$ cat config.mk
export PLATFORM = sky130hd
export DESIGN_NAME = segment_value_sampler
export DESIGN_NICKNAME = d
export VERILOG_FILES = /design/src/rtl/segment_value_sampler.sv
export SDC_FILE = /design/constraint.sdc
export NUM_CORES = 1
export LEC_CHECK = 0
export BUFFER_PORTS_ARGS = -buffer_cell sky130_fd_sc_hd__buf_2
export CORE_ASPECT_RATIO = 1.4
export CORE_MARGIN = 2
export CORE_UTILIZATION = 25
export CTS_CLUSTER_DIAMETER = 120
export DETAILED_ROUTE_END_ITERATION = 16
export PLACE_DENSITY_LB_ADDON = 0.2
export SYNTH_ARGS = -nofsm -noshare
export SYNTH_HDL_FRONTEND = slang
export SYNTH_SLANG_ARGS = --single-unit
$ cat constraint.sdc
create_clock -name in_clock -period 7.25 [get_ports in_clock]
set_input_delay 1.45 -clock in_clock [delete_from_list [all_inputs] [get_ports in_clock]]
set_output_delay 1.45 -clock in_clock [all_outputs]
set_load 0.02 [all_outputs]
$ cat src/rtl/segment_value_sampler.sv
// Draws a uniform random value inside a chosen segment using LFSR rejection sampling.
// Optional saturating reject/fallback counters: define SEGMENT_VALUE_SAMPLER_STATS_EN.
module segment_value_sampler #(
  parameter int W         = 8,
  parameter int N         = 4,
  parameter int IDX_W     = 2,
  parameter int MAX_TRIES = 16
) (
  input  logic             in_clock,
  input  logic             in_reset,
  input  logic             in_enable,
  input  logic             in_seed_load,
  input  logic [7:0]       in_seed,
  input  logic             in_segment_valid,
  output logic             out_segment_ready,
  input  logic [1:0]       in_segment_type,
  input  logic [W-1:0]     in_segment_from,
  input  logic [W-1:0]     in_segment_to,
  input  logic [IDX_W-1:0] in_variable_index,
  input  logic [N*W-1:0]   in_current_assignment,
  output logic [N*W-1:0]   out_proposed_assignment,
  output logic [W-1:0]     out_proposed_value,
  output logic             out_fallback,
  output logic             out_valid,
`ifdef SEGMENT_VALUE_SAMPLER_STATS_EN
  output logic [15:0]      out_reject_count,
  output logic [15:0]      out_fallback_count,
`endif
  input  logic             in_ready
);

  typedef enum logic [1:0] {IDLE = 2'd0, SAMPLE = 2'd1, DONE = 2'd2} state_t;

  localparam logic [15:0]  LFSR_RESET = 16'hACE1;
  localparam logic [15:0]  LFSR_TAPS  = 16'hB400;
  localparam logic [W-1:0] MIN_VAL    = {1'b1, {(W-1){1'b0}}};
  localparam logic [W-1:0] MAX_VAL    = {1'b0, {(W-1){1'b1}}};
  localparam logic [7:0]   LAST_TRY   = 8'(MAX_TRIES - 1);

  state_t           state_r, stateNext_s;
  logic [15:0]      lfsr_r, lfsrNext_s, seedWord_s;
  logic [7:0]       tryCnt_r;
  logic [W-1:0]     from_r, to_r;
  logic [IDX_W-1:0] idx_r;
  logic [N*W-1:0]   curAssign_r, newAssign_s;
  logic [W:0]       span_s, mask_s, rVal_s;
  logic [W-1:0]     slotVal_s, resultVal_s;
  logic             empty_s, accept_s, lastTry_s, attempt_s, capture_s;
  logic             finish_s, reject_s, resultFb_s;

  // Smallest all-ones mask covering v: OR every right shift of v into itself.
  function automatic logic [W:0] smearMask(input logic [W:0] v);
    logic [W:0] m;
    m = v;
    for (int k = 1; k <= W; k++) begin
      m = m | (v >> k);
    end
    return m;
  endfunction

  // Segment arithmetic and the per-attempt accept/fallback decision.
  always_comb begin
    span_s      = {to_r[W-1], to_r} - {from_r[W-1], from_r};
    mask_s      = smearMask(span_s);
    rVal_s      = lfsr_r[W:0] & mask_s;
    empty_s     = ($signed(from_r) > $signed(to_r));
    accept_s    = (rVal_s <= span_s);
    lastTry_s   = (tryCnt_r == LAST_TRY);
    attempt_s   = in_enable && (state_r == SAMPLE);
    capture_s   = in_enable && (state_r == IDLE) && in_segment_valid;
    finish_s    = attempt_s && (empty_s || accept_s || lastTry_s);
    reject_s    = attempt_s && !empty_s && !accept_s;
    slotVal_s   = curAssign_r[int'(idx_r)*W +: W];
    if (empty_s) begin
      resultVal_s = slotVal_s;
      resultFb_s  = 1'b1;
    end else if (accept_s) begin
      resultVal_s = from_r + rVal_s[W-1:0];
      resultFb_s  = 1'b0;
    end else begin
      resultVal_s = from_r + span_s[W:1];
      resultFb_s  = 1'b1;
    end
    newAssign_s = curAssign_r;
    newAssign_s[int'(idx_r)*W +: W] = resultVal_s;
  end

  // LFSR next value: a seed load wins over the Galois step; an all-zero seed would lock up.
  always_comb begin
    seedWord_s = {~in_seed, in_seed};
    if (in_seed_load) begin
      lfsrNext_s = (seedWord_s == 16'h0000) ? 16'h0001 : seedWord_s;
    end else if (attempt_s && !empty_s) begin
      lfsrNext_s = lfsr_r[0] ? ((lfsr_r >> 1) ^ LFSR_TAPS) : (lfsr_r >> 1);
    end else begin
      lfsrNext_s = lfsr_r;
    end
  end

  // Next-state logic.
  always_comb begin
    stateNext_s = state_r;
    case (state_r)
      IDLE:    if (capture_s) stateNext_s = SAMPLE; else stateNext_s = IDLE;
      SAMPLE:  if (finish_s) stateNext_s = DONE; else stateNext_s = SAMPLE;
      DONE:    if (in_enable && in_ready) stateNext_s = IDLE; else stateNext_s = DONE;
      default: stateNext_s = IDLE;
    endcase
  end

  // State register.
  always_ff @(posedge in_clock or negedge in_reset) begin
    if (!in_reset) state_r <= IDLE;
    else           state_r <= stateNext_s;
  end

  // LFSR and retry counter; both freeze while disabled.
  always_ff @(posedge in_clock or negedge in_reset) begin
    if (!in_reset) begin
      lfsr_r   <= LFSR_RESET;
      tryCnt_r <= 8'd0;
    end else if (in_enable) begin
      lfsr_r <= lfsrNext_s;
      if (capture_s)                 tryCnt_r <= 8'd0;
      else if (reject_s && !finish_s) tryCnt_r <= tryCnt_r + 8'd1;
      else                           tryCnt_r <= tryCnt_r;
    end else begin
      lfsr_r   <= lfsr_r;
      tryCnt_r <= tryCnt_r;
    end
  end

  // Segment capture with open bounds clamped to the representable range.
  always_ff @(posedge in_clock or negedge in_reset) begin
    if (!in_reset) begin
      from_r      <= {W{1'b0}};
      to_r        <= {W{1'b0}};
      idx_r       <= {IDX_W{1'b0}};
      curAssign_r <= {(N*W){1'b0}};
    end else if (capture_s) begin
      from_r      <= in_segment_type[0] ? MIN_VAL : in_segment_from;
      to_r        <= in_segment_type[1] ? MAX_VAL : in_segment_to;
      idx_r       <= in_variable_index;
      curAssign_r <= in_current_assignment;
    end
  end

  // Registered outputs; results load only on the cycle the attempt finishes.
  always_ff @(posedge in_clock or negedge in_reset) begin
    if (!in_reset) begin
      out_segment_ready       <= 1'b1;
      out_valid               <= 1'b0;
      out_fallback            <= 1'b0;
      out_proposed_value      <= {W{1'b0}};
      out_proposed_assignment <= {(N*W){1'b0}};
    end else if (in_enable) begin
      out_segment_ready <= (stateNext_s == IDLE);
      out_valid         <= (stateNext_s == DONE);
      if (finish_s) begin
        out_fallback            <= resultFb_s;
        out_proposed_value      <= resultVal_s;
        out_proposed_assignment <= newAssign_s;
      end
    end
  end

`ifdef SEGMENT_VALUE_SAMPLER_STATS_EN
  // Saturating statistics, cleared only by reset.
  always_ff @(posedge in_clock or negedge in_reset) begin
    if (!in_reset) begin
      out_reject_count   <= 16'd0;
      out_fallback_count <= 16'd0;
    end else begin
      if (reject_s && (out_reject_count != 16'hFFFF))
        out_reject_count <= out_reject_count + 16'd1;
      if (finish_s && resultFb_s && (out_fallback_count != 16'hFFFF))
        out_fallback_count <= out_fallback_count + 16'd1;
    end
  end
`endif

endmodule

**Word level (Yosys, flattened, before mapping)**

Index checks and enable logic that the tools add are counted.

- Output and inout bits: 43
- Logic and storage cells: 75
- Bits of input ports: 66
- Bits in registers: 119

- Bitwise operators: 11
- Order comparisons: 2
- Eq/ne operators: 4
- Shifts and indexed selects: 3
- Add/sub/neg operators: 5
- Reductions and logical operators: 21
- Muxes and demuxes: 17

Operators by type and width:

| cell | count |
|---|---|
| two-way mux 16 bit | 4 |
| two-way mux 8 bit | 6 |
| negator 5 -> 33 bit | 1 |
| variable shift 8 x 33 -> 32 bit, first input constant | 1 |
| indexed part select 8 x 33 -> 32 bit | 1 |
| bitwise mux 32 bit | 1 |
| indexed part select 32 x 6 -> 8 bit | 1 |
| adder 8 bit | 2 |
| logical NOT 16 bit | 1 |
| bitwise AND 9 bit | 1 |
| <= comparator 9 bit | 1 |
| bitwise OR 9 x 1 -> 9 bit | 1 |
| bitwise OR 9 x 2 -> 9 bit | 1 |
| bitwise OR 9 x 3 -> 9 bit | 1 |
| bitwise OR 9 x 4 -> 9 bit | 1 |
| bitwise OR 9 x 5 -> 9 bit | 1 |
| bitwise OR 9 x 6 -> 9 bit | 1 |
| bitwise OR 9 x 7 -> 9 bit | 1 |
| bitwise OR 9 x 8 -> 9 bit | 1 |
| subtractor 8 x 8 -> 9 bit | 1 |
| adder 8 x 1 -> 8 bit, second input constant | 1 |
| equality test 8 x 4 -> 1 bit, second input constant | 1 |
| > comparator 8 bit | 1 |
| logical AND 1 bit | 8 |
| other kinds (12) | 23 |

**Logic depth before layout (Yosys ltp)**

Gate-level depths: netlist of run 1.

- Depth after elaboration: 18
- Mapped depth: 28
- Mapped depth without buffers: 27

**Worst setup path after synthesis of run 1**

Ideal clock, no wire load.

- Path kind: reg-to-reg
- Start point: register from_r[1]
- End point: register out_proposed_value[6]
- Required time: 7.125 ns
- Path buffers: 1
- Arrival time: 5.628 ns
- Period minus slack after synthesis: 5.752 ns
- Setup time: 0.125 ns
- Cell stages (with the launch flop): 27
- Path slack: 1.498 ns
- Path through: dfrtp_1 > inv_1 > ha_1 > nor2b_4 > o31a_2 > o21a_1 > o22a_1 > xor2_1 > nor4_4 > a21boi_0 > ha_1 > nand4_1 > o211ai_1 > o211a_1 > o31a_4 > clkbuf_1 > o21ai_0 > a31oi_1 > ha_1 > inv_1 > fa_1 > nand2b_1 > a21boi_0 > o21a_1 > o211ai_1 > mux2_2 > mux2_2

- Longest elaborated chain between the ends: 15
- Elaborated cells between the ends (all ways): 20
- Classes of those cells: add/sub (3); order compare (2); mux (2); bitwise (9); reduce/logical (4)

RTL lines:

| what | RTL line | RTL |
|---|---|---|
| start, declared | 43 | `logic [W-1:0] from_r, to_r;` |
| start signal, assigned | 136 | `from_r <= {W{1'b0}};` |
| start signal, assigned | 141 | `from_r <= in_segment_type[0] ? MIN_VAL : in_segment_from;` |
| subtractor 8 x 8 -> 9 bit | 63 | `span_s = {to_r[W-1], to_r} - {from_r[W-1], from_r};` |
| bitwise OR 9 x 8 -> 9 bit | 56 | `m = m \| (v >> k);` |
| bitwise OR 9 x 7 -> 9 bit | 56 |  |
| bitwise OR 9 x 6 -> 9 bit | 56 |  |
| bitwise OR 9 x 5 -> 9 bit | 56 |  |
| bitwise OR 9 x 4 -> 9 bit | 56 |  |
| bitwise OR 9 x 3 -> 9 bit | 56 |  |
| bitwise OR 9 x 2 -> 9 bit | 56 |  |
| bitwise OR 9 x 1 -> 9 bit | 56 |  |
| bitwise AND 9 bit | 65 | `rVal_s = lfsr_r[W:0] & mask_s;` |
| <= comparator 9 bit | 67 | `accept_s = (rVal_s <= span_s);` |
| logical OR 1 bit (2 in series) | 71 | `finish_s = attempt_s && (empty_s \|\| accept_s \|\| lastTry_s);` |
| logical AND 1 bit | 71 |  |
| AND reduction 2 bit (no line) | -- |  |
| end signal, assigned | 154 | `out_proposed_value <= {W{1'b0}};` |
| end signal, assigned | 161 | `out_proposed_value <= resultVal_s;` |
| end, declared | 22 | `output logic [W-1:0] out_proposed_value,` |

Parallel ways exist; a longest one is shown, timed or not.
A chain may end at the register's enable or synchronous reset.

**Worst setup path after layout of run 1**

Ends and elaborated chain as after synthesis.

==> out/metrics.csv, run 1 <==
stage;metric;value;unit
critical_path;WP data arrival;6470;ps
final_layout;layout cell share with drive strength beyond 1;22.55;%
logic_synthesis;syn avg cell area;9.178;sq um
logic_synthesis;mux cell area share after synthesis;7.532;%
floorplanning;Die Width;142.6;um
run;Max Cap Viol;0;
hold_path;min-delay worst type;flip-flop to flip-flop;
clocking;setup repair bufs after CTS;0;
logic_synthesis;synthesized cell area;0.006728;sq mm
drt;WL/cell;18.20;um
timing;RSZ-0062 raised after global routing;false;
critical_path;Crit Path Category;flip-flop to flip-flop;
clocking;clock sink count;119;
critical_path;CP required;7550;ps
critical_path;CP max FO;15;
logic_synthesis;Synth top area share;40.92;%
floorplanning;die footprint;0.02826;sq mm
placement;placed wire-length estimate;16110;um
clocking;Post-CTS Hold Buffers;0;
final_layout;Antenna Cells;0;
logic_synthesis;Post-Synth Adder-Cell Area;6.063;%
logic_synthesis;Simple-Gate Fraction of Synth Area;19.62;%
critical_path;reg-to-reg slack, setup;1080;ps
grt;vias in the first global route;5695;
clocking;Max H-tree Level;4;
timing;Final setup viols;0;
logic_synthesis;syn_nets;831;
clocking;Clock Path Buffers;2;
timing;Fmax;0.1622;GHz
floorplanning;Starting Density;25.24;%
clocking;Clock Pin Slew Worst Setup and Hold Paths;60;ps
timing;clk_skew;8.206;ps
timing;max_slew headroom;28.11;%
logic_synthesis;combinational family with the most area after synthesis;simple AND/OR/NAND/NOR gates;
clocking;worst skew pair latency;420;ps
grt;grt total ovfl;0;
grt;largest net degree at the start of global routing;79;
logic_synthesis;largest cells by area after synthesis;dfrtp_1 41%, nand2_1 7.5%, ha_1 5.8%, a21oi_1 5.2%, o21ai_0 4.0%;
drt;via count;5496;
floorplanning;die span in y;198.1;um
logic_synthesis;Synth Register Bits;119;
timing;setup_tns;0;ps
clocking;total CTS buffers;17;
clocking;clk root buf;clkbuf_16;
logic_synthesis;library cells used by synthesis;64;
critical_path;Crit. End Element;flip-flop;
final_layout;post-route insts no fill;1175;
drt;Residual DRC;0;
critical_path;CP Launch Type;flip-flop;
timing;Hold WS;470.8;ps
logic_synthesis;top-count cell post-synth;nand2_1;
floorplanning;std cell rows;71;
logic_synthesis;Syn Inst Count;733;
drt;drt pass-1 iters;4;
drt;total wire length;21380;um
logic_synthesis;fraction of registers with async set or reset after synthesis;100.0;%
logic_synthesis;ys flop type;dfrtp_1;
timing;minimum clock period after layout;6165;ps
placement;I/O Buffers;108;
logic_synthesis;Syn. warnings;0;
logic_synthesis;post-synthesis compound-gate area fraction;16.25;%
drt;Final ANT Viol Nets;0;
timing;crit share post-route;85.03;%
outcome;status;complete, no violations;
timing;worst slew pin tran;1078;ps
logic_synthesis;number of synthesized flops with an enable pin;0;
clocking;CTS resizes;0;
floorplanning;core area;0.02665;sq mm
drt;Iter 0 DRT Violations;323;
grt;number of antenna violations at the first check in global routing;0;
logic_synthesis;Synth top cells by count;135 x nand2_1, 110 x dfrtp_1, 70 x a21oi_1;
clocking;CTS tree;done;
floorplanning;io pins;109;
logic_synthesis;XOR/XNOR Fraction of Synth Area;1.804;%
placement;Final Wtd Congestion;0.7782;
timing;Max Slew Vio Count;0;
drt;Via density;4.677;
logic_synthesis;Seq/Total Area, Yosys;44.43;%
final_layout;area delta synth->final;20.98;%
timing;Final Hold Viols;0;
logic_synthesis;Synth area leader;dfrtp_1;
final_layout;fillers;2851;
final_layout;Final nets;933;
placement;DP Cell Count;1144;
grt;GRT Overall Usage;15.91;%
grt;first-pass GRT wire length;33440;um
area by class of cell:
type	instances	area [sq um]	area share, %
multi-input combinational	544	3456	42.46
inverter	37	138.9	1.706
clock buffer	22	464.2	5.703
tap	328	410.4	5.042
timing repair buffer	116	603.1	7.410
sequential	119	2989	36.73
clock inverter	9	77.57	0.9531
critical path, cell delays in order (launching register included):
cell,delay (ps)
dfrtp_1,380
inv_1,120
ha_1,270
nor2b_4,140
o31a_2,330
o21ai_2,260
xor2_2,280
o21ai_2,160
nor4b_2,440
a21boi_0,180
ha_1,320
nand4_1,110
o211ai_1,230
o211a_1,230
o31a_4,280
o21ai_0,110
a31oi_1,160
ha_1,190
inv_1,50
fa_1,380
nand2b_1,150
a21boi_0,330
o21a_1,180
o211ai_1,120
mux2_2,360
mux2_2,280
sequential cells by signal (all words and copies together) (netlist names):
register	count
lfsr_r	16
out_segment_ready	1
tryCnt_r	8
out_proposed_value	8
out_fallback	1
to_r	8
out_proposed_assignment	32
idx_r	2
curAssign_r	32
from_r	8
state_r	2
out_valid	1
per-layer routing:
| metal | global-route usage (%) | vias to the layer above | share of wire (%) |
|---|---|---|---|
| met5 | 0 | - | 0 |
| met4 | 7.114 | 0 | 2.9 |
| met3 | 2.612 | 28 | 2.9 |
| met2 | 29.34 | 117 | 54 |
| met1 | 17.78 | 2616 | 40 |
| li1 | - | 2735 | - |
final timing paths:
path / endpoint / from / cells past startpoint
hold reg to reg: out_segment_ready / out_segment_ready / 2
min in group asynchronous: curAssign_r[28] / in_reset / 1
max in group asynchronous: out_proposed_assignment[11] / in_reset / 2
hold / removal: out_segment_ready / out_segment_ready / 2
setup reg to reg: out_proposed_value[6] / from_r[1] / 25
setup / recovery: out_proposed_value[6] / from_r[1] / 25
cells in the final DEF, fill, tap and decap left out, types with 5 or more instances in the layout:
cell / n
nand2_1: 135
dfrtp_1: 110
buf_2: 107
a21oi_1: 70
o21ai_0: 54
nor2_1: 53
inv_1: 37
nor2b_1: 36
ha_1: 31
mux2i_1: 18
clkbuf_16: 17
mux2_2: 12
o31ai_1: 9
nand3b_1: 9
buf_4: 9
dfstp_2: 9
nand2b_1: 8
nand3_1: 8
mux4_2: 8
xnor2_1: 6
xor2_1: 6
a31oi_1: 6
or2_2: 5
nor3_1: 5
clkinv_2: 5
through the flow:
step           setup WS, ps  util, %  cell area [sq um]
3_3_place_gp           1300    28.51               7597
3_5_place_dp           1156    28.51               7597
4_1_cts                1154    30.54               8139
6_report               1085    30.54               8139
2_1_floorplan          1498        -               6728
5_1_grt               571.8    30.54               8139
logic make-up after synthesis:
logic type	Yosys count
and+or+nand+nor	280
AOI/OAI and AO/OA	180
DFF	119
buffers and inverters	70
xor gates and xnor gates	13
adders and majority gates	32
muxes	39
Power of run 1 is not shown: default switching activity piles up to over one toggle a cycle in this logic, so the estimate is an artifact.
==> run 2: changes to the inputs <==
--- a/config.mk
+++ b/config.mk
@@ -5,6 +5,7 @@
 export SDC_FILE = /design/constraint.sdc
 export NUM_CORES = 1
 export LEC_CHECK = 0
+export ABC_AREA = 1
 export BUFFER_PORTS_ARGS = -buffer_cell sky130_fd_sc_hd__buf_2
 export CORE_ASPECT_RATIO = 1.4
 export CORE_MARGIN = 2
==> out/metrics.csv, run 2 <==
stage;metric;value;unit
critical_path;critical path buffer and inverter count;3;
critical_path;WP data arrival;6200;ps
clocking;Post-CTS Hold Buffers;0;
hold_path;min-delay worst type;flip-flop to flip-flop;
logic_synthesis;number of synthesized flops with an enable pin;0;
clocking;Clock Pin Slew Worst Setup and Hold Paths;60;ps
logic_synthesis;Seq/Total Area, Yosys;45.03;%
critical_path;R2R Path Start;from_r[1];
critical_path;CP required;7590;ps
logic_synthesis;syn avg cell area;7.709;sq um
critical_path;CP Launch Type;flip-flop;
logic_synthesis;fraction of registers with async set or reset after synthesis;100.0;%
final_layout;layout cell share with drive strength beyond 1;18.38;%
final_layout;fillers;2890;
final_layout;Antenna Cells;0;
critical_path;CP max FO;14;
final_layout;area delta synth->final;21.53;%
drt;Iter 0 DRT Violations;306;
logic_synthesis;Synth Register Bits;119;
outcome;status;complete, no violations;
final_layout;Final nets;1059;
timing;minimum clock period after layout;5857;ps
clocking;setup repair bufs after CTS;0;
timing;RSZ-0062 raised after global routing;false;
drt;drt pass-1 iters;5;
timing;Final Hold Viols;0;
clocking;CTS resizes;0;
placement;I/O Buffers;108;
timing;max_slew headroom;26.08;%
critical_path;critical path startpoint;from_r[1];
logic_synthesis;Synth area leader;dfrtp_1;
logic_synthesis;Syn. warnings;0;
clocking;worst skew pair latency;420;ps
drt;WL/cell;16.28;um
critical_path;Crit-path slowest cell;fa_1;
grt;vias in the first global route;6156;
drt;Final ANT Viol Nets;0;
floorplanning;Starting Density;25.43;%
floorplanning;io pins;109;
floorplanning;core area;0.02610;sq mm
clocking;Clock Path Buffers;2;
timing;crit share post-route;80.79;%
grt;number of antenna violations at the first check in global routing;0;
timing;setup_tns;0;ps
logic_synthesis;syn_nets;959;
timing;worst slew pin tran;1100;ps
grt;first-pass GRT wire length;33250;um
floorplanning;Die Width;141.7;um
run;Max Cap Viol;0;
clocking;total CTS buffers;17;
logic_synthesis;Synth top area share;41.47;%
timing;Final setup viols;0;
hold_path;Hold Crit Start;out_proposed_value[0];
floorplanning;die footprint;0.02789;sq mm
timing;Max Slew Vio Count;0;
final_layout;most frequent cells in the layout;210 x nand2_1, 110 x dfrtp_1, 107 x buf_2;
placement;placed wire-length estimate;16070;um
logic_synthesis;Syn Inst Count;861;
final_layout;commonest non-fill, non-tap cell in the layout;nand2_1;
logic_synthesis;top-count cell post-synth;nand2_1;
logic_synthesis;Synth top cells by count;210 x nand2_1, 110 x dfrtp_1, 97 x inv_1;
drt;via count;6018;
final_layout;Largest regs;curAssign_r x32, out_proposed_assignment x32, lfsr_r x16;
clocking;clock sink count;119;
critical_path;Crit. End Element;flip-flop;
drt;Via density;4.636;
drt;total wire length;21140;um
drt;Residual DRC;0;
clocking;Max H-tree Level;4;
timing;clk_skew;12.44;ps
grt;grt total ovfl;0;
floorplanning;std cell rows;70;
floorplanning;die span in y;196.8;um
placement;Final Wtd Congestion;0.8270;
critical_path;Most common cell on crit path;nand2_1;
logic_synthesis;synthesized cell area;0.006638;sq mm
grt;largest net degree at the start of global routing;68;
critical_path;crit-path max cell delay;440;ps
critical_path;kind of cell adding the most delay to the critical path;simple AND/OR/NAND/NOR gates;
grt;GRT Overall Usage;15.62;%
logic_synthesis;library cells used by synthesis;38;
critical_path;Crit Path Category;flip-flop to flip-flop;
logic_synthesis;ys flop type;dfrtp_1;
timing;Fmax;0.1707;GHz
clocking;CTS tree;done;
logic_synthesis;largest cells by area after synthesis;dfrtp_1 41%, nand2_1 12%, o21ai_0 7.1%, a21oi_1 6.0%, ha_1 5.8%;
clocking;clk root buf;clkbuf_16;
==> run 2: cell count changes in the layout (fill, tap and decap cells not counted), sizes merged, moves of 8 or more <==
| cell | delta |
|---|---|
| nand2 | +85 |
| inv | +69 |
| o21ai | +46 |
| nand3 | +38 |
| nor2b | -37 |
| mux2i | -18 |
| nor2 | +16 |
| mux2 | -13 |
| a21oi | +10 |
| mux4 | -8 |
| nand2b | -8 |
| nand3b | -8 |
| o31ai | -8 |
==> run 2: worst paths after layout <==
check                      cells past startpoint                           to  slack (ps)
min in group asynchronous                      1                      to_r[7]        1080
hold / removal                                 2        out_proposed_value[0]         460
setup reg to reg                              42  out_proposed_assignment[30]        1390
hold reg to reg                                2        out_proposed_value[0]         460
max in group asynchronous                      2                  tryCnt_r[2]        4800
setup / recovery                              42  out_proposed_assignment[30]        1390
==> run 2: cell type report <==
| type | instances | area [sq um] | share of cell area [%] |
|---|---|---|---|
| Multi-Input combinational cell | 607 | 3126 | 38.75 |
| Sequential cell | 119 | 2989 | 37.06 |
| Timing Repair Buffer | 113 | 580.6 | 7.197 |
| Clock buffer | 18 | 439.2 | 5.444 |
| Tap cell | 324 | 405.4 | 5.026 |
| Inverter | 103 | 386.6 | 4.793 |
| Clock inverter | 14 | 140.1 | 1.737 |
==> run 2: metal layers <==
metal | share of wire (%) | global-route usage, % | wire [um] | vias up
met1 | 39 | 16.68 | 8143 | 2852
met4 | 2.6 | 5.815 | 560 | 0
met3 | 2.8 | 2.575 | 596 | 30
li1 | - | - | - | 3028
met5 | 0 | 0 | 0 | -
met2 | 56 | 30.35 | 11830 | 108
==> run 2: cell families (layout without fill, tap and decap cells) <==
group,after synthesis,count (layout),share of synthesized area (%)
AOI/OAI and AO/OA,208,208,16.70
xor gates and xnor gates,12,12,1.583
adders and majority gates,32,32,6.145
buffers and inverters,135,248,7.879
DFF,119,119,45.03
and+or+nand+nor,355,355,22.66
==> run 2: per-stage QoR <==
| stage | cell area [sq um] | worst slack, ps | util, % | instances | hold slack, ps |
|---|---|---|---|---|---|
| after floorplan | 6638 | 2333 | - | 861 | 457.0 |
| after global placement | 7487 | 1473 | 28.69 | 1266 | 448.8 |
| after detailed placement | 7487 | 1428 | 28.69 | 1266 | 453.1 |
| after CTS | 8066 | 1395 | 30.91 | 1298 | 469.2 |
| after global routing | 8066 | 734.0 | 30.91 | 1298 | 495.8 |
| final | 8066 | 1393 | 30.91 | 1298 | 461.5 |
==> run 2: worst reg2reg max path: cells and delay by family, from the launching register on <==
kind	cells	cell delay (ps)
xor+xnor	1	150
compound gates	5	1070
buf+inv	3	340
fa+ha+maj	3	990
flops	1	380
simple gates	30	2860
Power of run 2 is left out for the same reason.
